--- config.mk ---
export PLATFORM = sky130hd
export DESIGN_NAME = dcache_outq_mp
export DESIGN_NICKNAME = d
export VERILOG_FILES = /design/src/rtl/dcache_outq_mp.sv
export SDC_FILE = /design/constraint.sdc
export NUM_CORES = 1
export LEC_CHECK = 0
export CAP_MARGIN = 20
export CORE_MARGIN = 2
export CORE_UTILIZATION = 35
export CTS_CLUSTER_DIAMETER = 80
export CTS_CLUSTER_SIZE = 12
export DETAILED_ROUTE_END_ITERATION = 10
export SYNTH_ARGS = -nofsm -noshare
export SYNTH_HDL_FRONTEND = slang
export SYNTH_SLANG_ARGS = --single-unit
--- constraint.sdc ---
create_clock -name clk -period 14.8 [get_ports clk]
set_input_delay 2.96 -clock clk [delete_from_list [all_inputs] [get_ports clk]]
set_output_delay 2.96 -clock clk [all_outputs]
set_load 0.01 [all_outputs]
--- src/rtl/dcache_outq_mp.sv ---
// Multi-port dcache output queue: circular buffer of completed dcache responses.
// Up to DEQ_WIDTH oldest entries are presented to the ROB, which retires an in-order prefix.
module dcache_outq_mp #(
  parameter int Q_LENGTH     = 8,
  parameter int DATA_SIZE    = 32,
  parameter int OOO_TAG_SIZE = 10,
  parameter int OOO_ROB_SIZE = 10,
  parameter int DEQ_WIDTH    = 2,
  parameter int AF_THRESH    = 6
) (
  input  logic                               clk,
  input  logic                               rst,
  input  logic [31:0]                        addr_in,
  input  logic [DATA_SIZE-1:0]               data_in,
  input  logic [2:0]                         operation_in,
  input  logic                               is_flush_in,
  input  logic [OOO_TAG_SIZE-1:0]            tag_in,
  input  logic [OOO_ROB_SIZE-1:0]            rob_line_in,
  input  logic                               alloc,
  input  logic [DEQ_WIDTH-1:0]               dealloc,
  input  logic                               resteer,
  output logic                               full,
  output logic                               almost_full,
  output logic [$clog2(Q_LENGTH+1)-1:0]      count,
  output logic                               ovf_err,
  output logic [DEQ_WIDTH*32-1:0]            addr_out,
  output logic [DEQ_WIDTH*DATA_SIZE-1:0]     data_out,
  output logic [DEQ_WIDTH-1:0]               is_st_out,
  output logic [DEQ_WIDTH-1:0]               is_flush_out,
  output logic [DEQ_WIDTH*OOO_TAG_SIZE-1:0]  tag_out,
  output logic [DEQ_WIDTH*OOO_ROB_SIZE-1:0]  rob_line_out,
  output logic [DEQ_WIDTH-1:0]               valid_out
);

  localparam int PTR_W = $clog2(Q_LENGTH);
  localparam int CNT_W = $clog2(Q_LENGTH + 1);
  localparam logic [2:0] OP_ST = 3'd2;

  logic [31:0]             mem_addr_q  [Q_LENGTH];
  logic [DATA_SIZE-1:0]    mem_data_q  [Q_LENGTH];
  logic [2:0]              mem_op_q    [Q_LENGTH];
  logic                    mem_flush_q [Q_LENGTH];
  logic [OOO_TAG_SIZE-1:0] mem_tag_q   [Q_LENGTH];
  logic [OOO_ROB_SIZE-1:0] mem_rob_q   [Q_LENGTH];

  logic [PTR_W-1:0] head_q, head_d;
  logic [PTR_W-1:0] tail_q, tail_d;
  logic [CNT_W-1:0] count_q, count_d;
  logic             ovf_q, ovf_d;
  logic             enq;
  logic             run;
  logic [CNT_W-1:0] n_ret;
  logic [PTR_W-1:0] rd_idx;

  assign full        = (count_q == CNT_W'(Q_LENGTH));
  assign almost_full = (count_q >= CNT_W'(AF_THRESH));
  assign count       = count_q;
  assign ovf_err     = ovf_q;
  assign enq         = alloc & ~full & ~resteer;

  always_comb begin
    for (int i = 0; i < DEQ_WIDTH; i++) begin
      valid_out[i] = (count_q > CNT_W'(i)) & ~resteer;
    end
  end

  // Retire stops at the first slot that is not both requested and valid.
  always_comb begin
    n_ret = '0;
    run   = 1'b1;
    for (int i = 0; i < DEQ_WIDTH; i++) begin
      if (run && dealloc[i] && valid_out[i]) begin
        n_ret = n_ret + CNT_W'(1);
      end else begin
        run = 1'b0;
      end
    end
  end

  always_comb begin
    addr_out     = '0;
    data_out     = '0;
    is_st_out    = '0;
    is_flush_out = '0;
    tag_out      = '0;
    rob_line_out = '0;
    rd_idx       = '0;
    for (int i = 0; i < DEQ_WIDTH; i++) begin
      rd_idx                                   = head_q + PTR_W'(i);
      addr_out[i*32 +: 32]                     = mem_addr_q[rd_idx];
      data_out[i*DATA_SIZE +: DATA_SIZE]       = mem_data_q[rd_idx];
      is_st_out[i]                             = (mem_op_q[rd_idx] == OP_ST);
      is_flush_out[i]                          = mem_flush_q[rd_idx];
      tag_out[i*OOO_TAG_SIZE +: OOO_TAG_SIZE]  = mem_tag_q[rd_idx];
      rob_line_out[i*OOO_ROB_SIZE +: OOO_ROB_SIZE] = mem_rob_q[rd_idx];
    end
  end

  always_comb begin
    head_d  = head_q + PTR_W'(n_ret);
    tail_d  = tail_q + PTR_W'(enq);
    count_d = count_q + CNT_W'(enq) - n_ret;
    ovf_d   = ovf_q | (alloc & full & ~resteer);
    if (resteer) begin
      head_d  = '0;
      tail_d  = '0;
      count_d = '0;
    end
  end

  always_ff @(posedge clk) begin
    if (rst) begin
      head_q  <= '0;
      tail_q  <= '0;
      count_q <= '0;
      ovf_q   <= 1'b0;
    end else begin
      head_q  <= head_d;
      tail_q  <= tail_d;
      count_q <= count_d;
      ovf_q   <= ovf_d;
    end
  end

  // Payload RAM needs no reset; entries are only read while their slot is valid.
  always_ff @(posedge clk) begin
    if (!rst && enq) begin
      mem_addr_q[tail_q]  <= addr_in;
      mem_data_q[tail_q]  <= data_in;
      mem_op_q[tail_q]    <= operation_in;
      mem_flush_q[tail_q] <= is_flush_in;
      mem_tag_q[tail_q]   <= tag_in;
      mem_rob_q[tail_q]   <= rob_line_in;
    end
  end

endmodule

==> results of run 1 <==
==> critical path: stages (launching register included) <==
cell and delay [ns]:
dfxtp_4 0.95, ha_4 0.79, buf_4 0.68, buf_4 0.77
mux4_2 0.59, mux2_2 0.28, clkdlybuf4s50_1 0.57
==> state kept, by name, summed over array words and instances (netlist names) <==
register     flops
head_q           3
ovf_err          1
mem_rob_q       80
mem_flush_q      8
mem_op_q        24
tail_q           3
mem_addr_q     256
mem_data_q     256
count            4
mem_tag_q       80
==> how the worst max path moves through the flow <==
stage,slack (ns),from,to
5_1_grt,6.03,head_q[1]$_SDFF_PP0_,addr_out[32]
4_1_cts,6.23,head_q[1]$_SDFF_PP0_,addr_out[32]
3_5_place_dp,6.91,head_q[1]$_SDFF_PP0_,addr_out[32]
6_report,6.48,head_q[1]$_SDFF_PP0_,addr_out[32]
2_1_floorplan,2.29,resteer,mem_addr_q[6][0]$_DFFE_PP_
3_3_place_gp,6.96,head_q[1]$_SDFF_PP0_,addr_out[32]
==> report_power, final <==
part / switching, mW / internal [mW] / leakage (nW)
combinational: 0.127 / 0.146 / 4.25
clock: 0.740 / 0.903 / 0.971
sequential: 0.00796 / 2.24 / 6.43
==> per-stage QoR <==
stage	utilization	area [µm²]	worst slack, ns	total power [mW]	instances
after CTS	0.4183	38230	6.228	4.213	3080
after global routing	0.4184	38230	6.030	4.301	3083
after global placement	0.3962	36210	6.956	2.557	2984
final	0.4184	38240	6.482	4.159	3085
after floorplan	-	32220	2.294	2.430	1604
after detailed placement	0.3965	36230	6.912	2.563	2985
==> synth_stat cells <==
master and n:
nor3b_1 5, a2111o_1 1, a211o_1 1, nor2_1 12, or3b_2 1, o31ai_1 1, a21oi_1 7, nor4_1 1
or2_2 1, o21a_1 1, a21o_1 1, and3_1 1, and3b_1 2, xnor2_1 2, a211oi_1 1, edfxtp_1 704
a31oi_1 1, buf_1 9, a311oi_1 1, mux4_2 340, and2_1 5, buf_4 12, inv_1 14, mux2_2 85
clkbuf_1 15, xor2_2 1, buf_2 74, nor3_1 4, or3b_4 1, or3b_1 1, nor3b_2 3, dfxtp_1 11
nor4b_1 5, fa_1 2, o21ai_0 1, a2111oi_0 2, nand2_1 259, xor2_1 2, ha_1 13, a31o_2 1
==> logic make-up (layout without fill, tap and decap cells) <==
kind of cell | count (synthesis) | after routing | share of synthesized area
flip-flops | 715 | 715 | 0.6630
multiplexers | 425 | 425 | 0.2674
AND/OR/NAND/NOR | 301 | 301 | 0.03888
buffers and inverters | 124 | 414 | 0.01872
AO/OA/AOI/OAI | 19 | 19 | 0.004078
adder cells (fa/ha/maj) | 15 | 15 | 0.006292
XOR/XNOR | 5 | 5 | 0.001593
other | 0 | 5 | 0
==> metal layers <==
| metal | part of all wire | track usage | wire [µm] | up-vias |
|---|---|---|---|---|
| li1 | - | - | - | 7184 |
| met1 | 0.43 | 0.2343 | 34650 | 9142 |
| met2 | 0.50 | 0.2848 | 40390 | 465 |
| met3 | 0.058 | 0.03407 | 4706 | 103 |
| met4 | 0.019 | 0.05128 | 1559 | 10 |
| met5 | 0.00091 | 0 | 74 | - |
==> layout make-up <==
cell class | instances | area (µm²)
fill | 7955 | 53150
sequential | 715 | 21370
multi-input combinational | 765 | 10320
timing repair buffer | 305 | 3000
clock buffer | 85 | 1851
tap | 1186 | 1484
clock inverter | 10 | 145.1
inverter | 14 | 53.80
antenna | 5 | 12.51
==> results.md, run 1 <==
* Worst setup SP type: flop
* Post-DP HPWL at 44.77 mm
* Hold Path End: ovf_err$_SDFF_PP0_
* Leakage at 11.66 nW
* Largest net degree at the start of global routing at 89
* Core box area at 91,390 µm²
* Post-synth cell types at 40
* Dominant cell type by area after synthesis: edfxtp_1
* Post-synth top area share at 0.6562
* Max_cap viols at 0
* Worst r2r dst: mem_data_q[5][26]$_DFFE_PP_
* Pins Over Slew Limit at 0
* Dominant cells by area after synthesis: edfxtp_1 66%, mux4_2 24%, nand2_1 3.0%
* FF-to-FF Start: count[2]$_SDFF_PP0_
* Global-route wire length before repair at 120.5 mm
* Layout area overhead at 18.69%
* Resized cells post-CTS at 0
* Reg-to-reg slack, setup at 10.80 ns
* Initial antenna violation count at 10
* Total Routing Usage GR at 0.1733
* Synthesized Nets at 1,713
* Reg2Reg Depth at 8
* Final setup skew at 0.02047 ns
* Initial Util at 0.3525
* Commonest non-fill, non-tap cell in the layout: edfxtp_1
* Crit path time final at 8.318 ns
* H-Tree Depth at 3
* GRT overflow at 0
* Crit. End Element: primary output
* Cells after synthesis at 1,604
* Hold WC Path Type: flop to flop
* DRT Pass-1 Iters at 5
* Vias in the first global route at 18,470
* Vias per cell at 5.479
* Routed Antenna Nets at 0
* Sequential share of the synthesized area at 0.6630
* Final Hold Viols at 0
* RSZ-0062 raised after global routing: no
* Clock root buffer master: clkbuf_16
* Rel. slew slack at 0.3166
* WP data arrival at 5.36 ns
* Setup Fix Bufs, Post-CTS at 0
* CTS Sinks at 715
* Hold Path Depth at 2
* Vias post-DR at 16,900
* DR WL/cell at 26.38 µm
* Worst Setup Path Type: flop to primary output
* Placer Congestion at 0.7268
* Fin crit share at 0.5620
* Fmax at 120.2 MHz
* Number of port buffers at 274
* Clock Path Buffers at 3
* Mapped cell area at 32,220 µm²
* Fraction of layout cells with a size suffix above 1 at 0.2941
* Worst-path fanout max at 50
* VDD IR max at 0.07053 mV
* Crit path required time at 11.84 ns
* Clock tree from TritonCTS: done
* Die width at 307.4 µm
* Yosys reg bits at 715
* Setup TNS at 0 ns
* Layout Nets at 1,981
* Final wirelength at 81.38 mm
* Yosys synthesis warning count at 0
* Die height at 307.4 µm
* Syn Area/Cell at 20.08 µm²
* Final setup fails at 0
* Starting DRT DRC Count at 1,315
* DRC viols at 0
* Status: finished clean
* Io pins at 275
* Commonest cells after routing, fill and taps aside: 704 x edfxtp_1, 340 x mux4_2, 274 x clkdlybuf4s50_1, 259 x nand2_1, 85 x mux2_2
* Hold_buf cts at 0
* Cell Pwr Density at 108.8 nW/µm²
* Clk pin slew, worst setup/hold paths at 0.06 ns
* Min-delay src: ovf_err$_SDFF_PP0_
* Die ar. at 94,490 µm²
* Worst Hold Slack at 0.4965 ns
* CTS Buf Count at 71
* Row cnt at 111
* Least-Margin Pin Slew at 1.025 ns
* Worst-Skew Late Latency at 0.62 ns
Note: power is estimated with default switching activity, not from simulation.
==> run 2, diff against run 1 <==
clock period = 6.7 ns   (was 14.8 ns; I/O delays follow)
==> results.md, run 2 (synthesis results as in run 1) <==
* Status: finished clean
* CTS Buf Count at 71 (unchanged)
* Multi-input logic area at 10,340 µm² (+0.21%)
* Crit path time final at 5.453 ns
* Initial Util at 0.3525 (unchanged)
* Clk pin slew, worst setup/hold paths at 0.06 ns (about the same)
* Overall Power at 9.137 mW (+120%)
* Clock root buffer master: clkbuf_16
* Register area at 21,370 µm² (unchanged)
* CP Cell Sequence: buf_12, buf_4, mux4_2, mux2_2, clkdlybuf4s50_1
* Crit path required time at 5.36 ns (-6.48 ns)
* WP data arrival at 4.11 ns (-1.25 ns)
* Routed Antenna Nets at 0 (unchanged)
* Commonest cells after routing, fill and taps aside: 704 x edfxtp_1, 340 x mux4_2, 274 x clkdlybuf4s50_1, 259 x nand2_1, 85 x mux2_2
* CP peak stage delay at 0.90 ns (-0.05 ns)
* Critical path endpoint: tag_out[15]
* RSZ-0062 raised after global routing: no
* H-Tree Depth at 3 (unchanged)
* Placer Congestion at 0.7320 (+0.72%)
* P_int at 7.241 mW (+120%)
* Final setup skew at 0.03902 ns (+0.01855 ns)
* Layout Nets at 1,980 (-0.050%)
* DRT Pass-1 Iters at 5 (unchanged)
* Final core occ at 0.4187 (about the same)
* Flop pwr share at 0.542 (+0.002)
* Least-Margin Pin Slew at 1.002 ns (-0.02335 ns)
* Die height at 307.4 µm (unchanged)
* Worst Setup Path Type: flop to primary output
* Rel. slew slack at 0.3322 (+0.01557)
* Hold Path Depth at 2 (unchanged)
* Worst-path fanout max at 145 (+190%)
* CTS Sinks at 715 (unchanged)
* Resized cells post-CTS at 0 (unchanged)
* Fin crit share at 0.8138
* Logic gate share of total power at 0.066 (about the same)
* Final wirelength at 79.86 mm (-1.9%)
* Sw power at 1.895 mW (+120%)
* Leakage at 11.64 nW (-0.14%)
* Fmax at 183.4 MHz
* Fraction of layout cells with a size suffix above 1 at 0.2946 (+0.0005610)
* Fill count at 7,922 (-0.41%)
* Hold WC Path Type: flop to flop
* Vias in the first global route at 18,420 (-0.26%)
* Io pins at 275 (unchanged)
* Worst r2r dst: mem_data_q[7][22]$_DFFE_PP_
* Number of port buffers at 274 (unchanged)
* Clock Path Buffers at 3 (unchanged)
* Finished layout cell area at 38,270 µm² (about the same)
* Hold_buf cts at 0 (unchanged)
* Clock tree from TritonCTS: done
* Die ar. at 94,490 µm² (unchanged)
* Final setup fails at 0 (unchanged)
* DRC viols at 0 (unchanged)
* Largest net degree at the start of global routing at 146 (+64%)
* Slowest cell on crit path: buf_4
* Post-DP HPWL at 44.32 mm (-1.0%)
* Worst Hold Slack at 0.4856 ns (-0.01095 ns)
* Vias post-DR at 16,850 (-0.31%)
* Pins Over Slew Limit at 0 (unchanged)
* Reg2Reg Depth at 7 (-1)
* Final Hold Viols at 0 (unchanged)
* Clock power frac at 0.391 (-0.004)
* Worst setup SP type: flop
* Setup Fix Bufs, Post-CTS at 0 (unchanged)
* Reg-to-reg slack, setup at 3.21 ns (-7.59 ns)
* FF-to-FF Start: count[2]$_SDFF_PP0_
* Worst-Skew Late Latency at 0.62 ns (about the same)
* Cell Pwr Density at 238.8 nW/µm² (+120%)
* Core box area at 91,390 µm² (unchanged)
* Area of placed instances at 36,320 µm² (+0.25%)
* Layout area overhead at 18.78% (about the same)
* Crit. End Element: primary output
* Die width at 307.4 µm (unchanged)
* Switching share of power at 0.2074 (-0.002707)
* Vias per cell at 5.482 (about the same)
* CP Launch Point: head_q[0]$_SDFF_PP0_
* VDD IR max at 0.1426 mV (+100%)
* Global-route wire length before repair at 119.1 mm (-1.1%)
* DR WL/cell at 25.98 µm (-1.5%)
* Starting DRT DRC Count at 1,099 (-16%)
* Initial antenna violation count at 8 (-2)
* Max_cap viols at 0 (unchanged)
* GRT overflow at 0 (unchanged)
* Regs by FF count: mem_addr_q: 256 flops, mem_data_q: 256 flops
* Commonest non-fill, non-tap cell in the layout: edfxtp_1
* Row cnt at 111 (unchanged)
* Total Routing Usage GR at 0.1707 (-0.002620)
run 2: cell count changes in the layout (fill, tap and decap cells not counted), sizes merged:
cell      delta
buf          -1
inv          -1
clkinvlp     +1
clkbuf       -5
diode        -4
clkinv       -1
run 2: worst min-delay path by stage:
stage	from	end	slack [ns]
floorplan	ovf_err$_SDFF_PP0_	ovf_err$_SDFF_PP0_	0.50
global placement	ovf_err$_SDFF_PP0_	ovf_err$_SDFF_PP0_	0.46
detailed placement	ovf_err$_SDFF_PP0_	ovf_err$_SDFF_PP0_	0.47
CTS	ovf_err$_SDFF_PP0_	ovf_err$_SDFF_PP0_	0.49
global route	ovf_err$_SDFF_PP0_	ovf_err$_SDFF_PP0_	0.54
finish	ovf_err$_SDFF_PP0_	ovf_err$_SDFF_PP0_	0.49
run 2: stage by stage:
step	instances	setup WS, ns	setup TNS (ns)
floorplan	1604	-0.5379	-47.33
global placement	2984	1.864	0
detailed placement	2984	1.797	0
CTS	3073	1.113	0
global route	3074	0.9398	0
finish	3074	1.247	0
run 2: power by group through the flow:
stage                     registers (mW)  logic (mW)  clock network, mW
after detailed placement            5.05       0.615                  0
after floorplan                     5.05       0.316                  0
final                               4.95       0.606               3.58
after global placement              5.05       0.604                  0
after CTS                           4.95       0.618               3.68
after global routing                4.95       0.653               3.85
run 2: routing by layer:
metal,vias up,share of wire,wire length (µm),global-route usage
met5,-,0.0010,80,0
met4,12,0.020,1615,0.04549
met3,120,0.053,4266,0.03365
met2,426,0.51,40400,0.2933
met1,9124,0.42,33500,0.2214
li1,7170,-,-,-
run 2: critical path, delay by kind of cell (launching register included):
family / cells / cell delay [ns]
buffers and inverters: 3 / 2.03
DFF: 1 / 0.37
muxes: 2 / 0.89
run 2: area by class of cell:
class                      count  area share
clock buffer                  80     0.04813
antenna                        1  0.00006540
inverter                      14    0.001439
clock inverter                 9    0.002649
tap                         1186     0.03878
multi-input combinational    765      0.2702
sequential                   715      0.5585
timing repair buffer         304     0.08018
==> run 3, diff against run 2 <==
clock period = 5.38 ns   (was 6.7 ns; I/O delays follow)
==> results.md, run 3 (synthesis results as in run 1) <==
* Starting DRT DRC Count at 1,420 (+29%)
* Slowest cell on crit path: buf_4
* Commonest non-fill, non-tap cell in the layout: edfxtp_1
* Final Hold Viols at 0 (unchanged)
* Area of placed instances at 36,420 µm² (+0.28%)
* Leakage at 11.71 nW (+0.64%)
* Sw power at 2.398 mW (+27%)
* DR WL/cell at 26.27 µm (+1.1%)
* Fill count at 7,949 (+0.34%)
* Initial Util at 0.3525 (unchanged)
* Io pins at 275 (unchanged)
* Cell Pwr Density at 299.3 nW/µm² (+25%)
* Vias per cell at 5.473 (-0.16%)
* Pins Over Slew Limit at 0 (unchanged)
* DRT Pass-1 Iters at 5 (unchanged)
* Global-route wire length before repair at 119.9 mm (+0.67%)
* Worst path bufs/invs at 3 (unchanged)
* Regs by FF count: mem_addr_q: 256 flops, mem_data_q: 256 flops
* WP data arrival at 3.78 ns (-0.33 ns)
* Clock Path Buffers at 3 (unchanged)
* Crit. End Element: primary output
* CP Cell Sequence: buf_4, buf_4, mux4_2, nand2_1, nand2_1, clkdlybuf4s50_1
* Clock root buffer master: clkbuf_16
* Die height at 307.4 µm (unchanged)
* Placed cells at 2,989 (+0.17%)
* Die width at 307.4 µm (unchanged)
* Status: finished clean
* Final wirelength at 81.14 mm (+1.6%)
* Routed Antenna Nets at 0 (unchanged)
* Worst setup SP type: flop
* Finished layout cell area at 38,440 µm² (+0.44%)
* Fraction of layout cells with a size suffix above 1 at 0.2965 (+0.001824)
* Worst Setup Path Type: flop to primary output
* RSZ-0062 raised after global routing: no
* Number of port buffers at 274 (unchanged)
* Final setup skew at 0.03153 ns (-0.007489 ns)
* Crit path time final at 4.857 ns
* Crit path max-delay family: buffers and inverters
* Clock power frac at 0.397 (+0.006)
* Commonest cells after routing, fill and taps aside: 704 x edfxtp_1, 340 x mux4_2, 274 x clkdlybuf4s50_1, 259 x nand2_1, 85 x mux2_2
* Final cell count without fillers at 3,088 (+0.46%)
* Die ar. at 94,490 µm² (unchanged)
* Hold WC Path Type: flop to flop
* CP peak stage delay at 0.69 ns (-0.21 ns)
* Initial antenna violation count at 10 (+2)
* Layout area overhead at 19.31%
* Vias post-DR at 16,900 (+0.30%)
* Clock tree from TritonCTS: done
* Vias in the first global route at 18,300 (-0.65%)
* Resized cells post-CTS at 0 (unchanged)
* Largest net degree at the start of global routing at 130 (-11%)
* Final core occ at 0.4206 (+0.001862)
* GRT overflow at 0 (unchanged)
* Hold_buf cts at 0 (unchanged)
* Setup Fix Bufs, Post-CTS at 0 (unchanged)
* Logic gate share of total power at 0.066 (about the same)
* Worst-path fanout max at 41 (-72%)
* Rel. slew slack at 0.3605 (+0.02834)
* Clk pin slew, worst setup/hold paths at 0.06 ns (about the same)
* Post-DP HPWL at 44.96 mm (+1.4%)
* Fmax at 205.9 MHz
* Layout Nets at 1,986 (+0.30%)
* DRC viols at 0 (unchanged)
* Crit path required time at 4.30 ns (-1.06 ns)
* P_int at 9.104 mW (+26%)
* CTS Buf Count at 72 (+1.4%)
* Flop pwr share at 0.537 (-0.005)
* Final setup fails at 0 (unchanged)
* VDD IR max at 0.1825 mV (+28%)
* Placer Congestion at 0.7367 (+0.64%)
* Worst-Skew Late Latency at 0.62 ns (about the same)
* Least-Margin Pin Slew at 0.9592 ns (-0.04251 ns)
* H-Tree Depth at 3 (unchanged)
* Switching share of power at 0.2085 (+0.001038)
* Row cnt at 111 (unchanged)
* Core box area at 91,390 µm² (unchanged)
* Max_cap viols at 0 (unchanged)
* Total Routing Usage GR at 0.1726 (+0.001976)
* CTS Sinks at 715 (unchanged)
* Fin crit share at 0.9028
[run 3: area by class of cell]
class | count | area (µm²) | share of cell area
Clock inverter | 12 | 140.1 | 0.003646
Tap cell | 1186 | 1484 | 0.03861
Timing Repair Buffer | 309 | 3168 | 0.08242
Clock buffer | 84 | 1868 | 0.04860
Antenna cell | 3 | 7.507 | 0.0001953
Sequential cell | 715 | 21370 | 0.5560
Multi-Input combinational cell | 765 | 10340 | 0.2691
Inverter | 14 | 55.05 | 0.001432
[run 3: path summary, 6_finish.rpt]
| check | from | end | slack (ns) | cells after the start |
|---|---|---|---|---|
| max reg2reg | count[2]$_SDFF_PP0_ | mem_tag_q[3][0]$_DFFE_PP_ | 2.17 | 7 |
| min reg2reg | ovf_err$_SDFF_PP0_ | ovf_err$_SDFF_PP0_ | 0.49 | 2 |
| max | head_q[1]$_SDFF_PP0_ | addr_out[28] | 0.52 | 6 |
| min | ovf_err$_SDFF_PP0_ | ovf_err$_SDFF_PP0_ | 0.49 | 2 |
[run 3: power by group through the flow]
stage / logic (mW) / registers [mW] / clock network (mW)
detailed placement: 0.771 / 6.29 / 0
global placement: 0.757 / 6.29 / 0
CTS: 0.775 / 6.17 / 4.74
floorplan: 0.394 / 6.29 / 0
global route: 0.820 / 6.17 / 4.92
finish: 0.759 / 6.17 / 4.57
[run 3: per-layer routing]
metal	share of wire	vias to the layer above	global-route usage	wire, µm
met5	0.0010	-	0	84
met4	0.020	14	0.05116	1599
met1	0.43	9107	0.2339	34750
met2	0.49	490	0.2836	39950
met3	0.059	103	0.03338	4756
li1	-	7188	-	-
[run 3: tightest hold or removal path, stage by stage (launching register included)]
cell	delay (ns)
dfxtp_1	0.34
a31oi_1	0.05
nor2_1	0.07
[run 3: per-stage QoR]
step | worst slack (ns) | total power, mW | hold slack, ns | setup TNS (ns)
2_1_floorplan | -0.5401 | 6.682 | 0.5050 | -77.16
3_3_place_gp | 1.034 | 7.043 | 0.4779 | 0
3_5_place_dp | 1.038 | 7.060 | 0.4734 | 0
4_1_cts | 0.3450 | 11.68 | 0.4932 | 0
5_1_grt | 0.2187 | 11.91 | 0.5406 | 0
6_report | 0.5229 | 11.50 | 0.4862 | 0
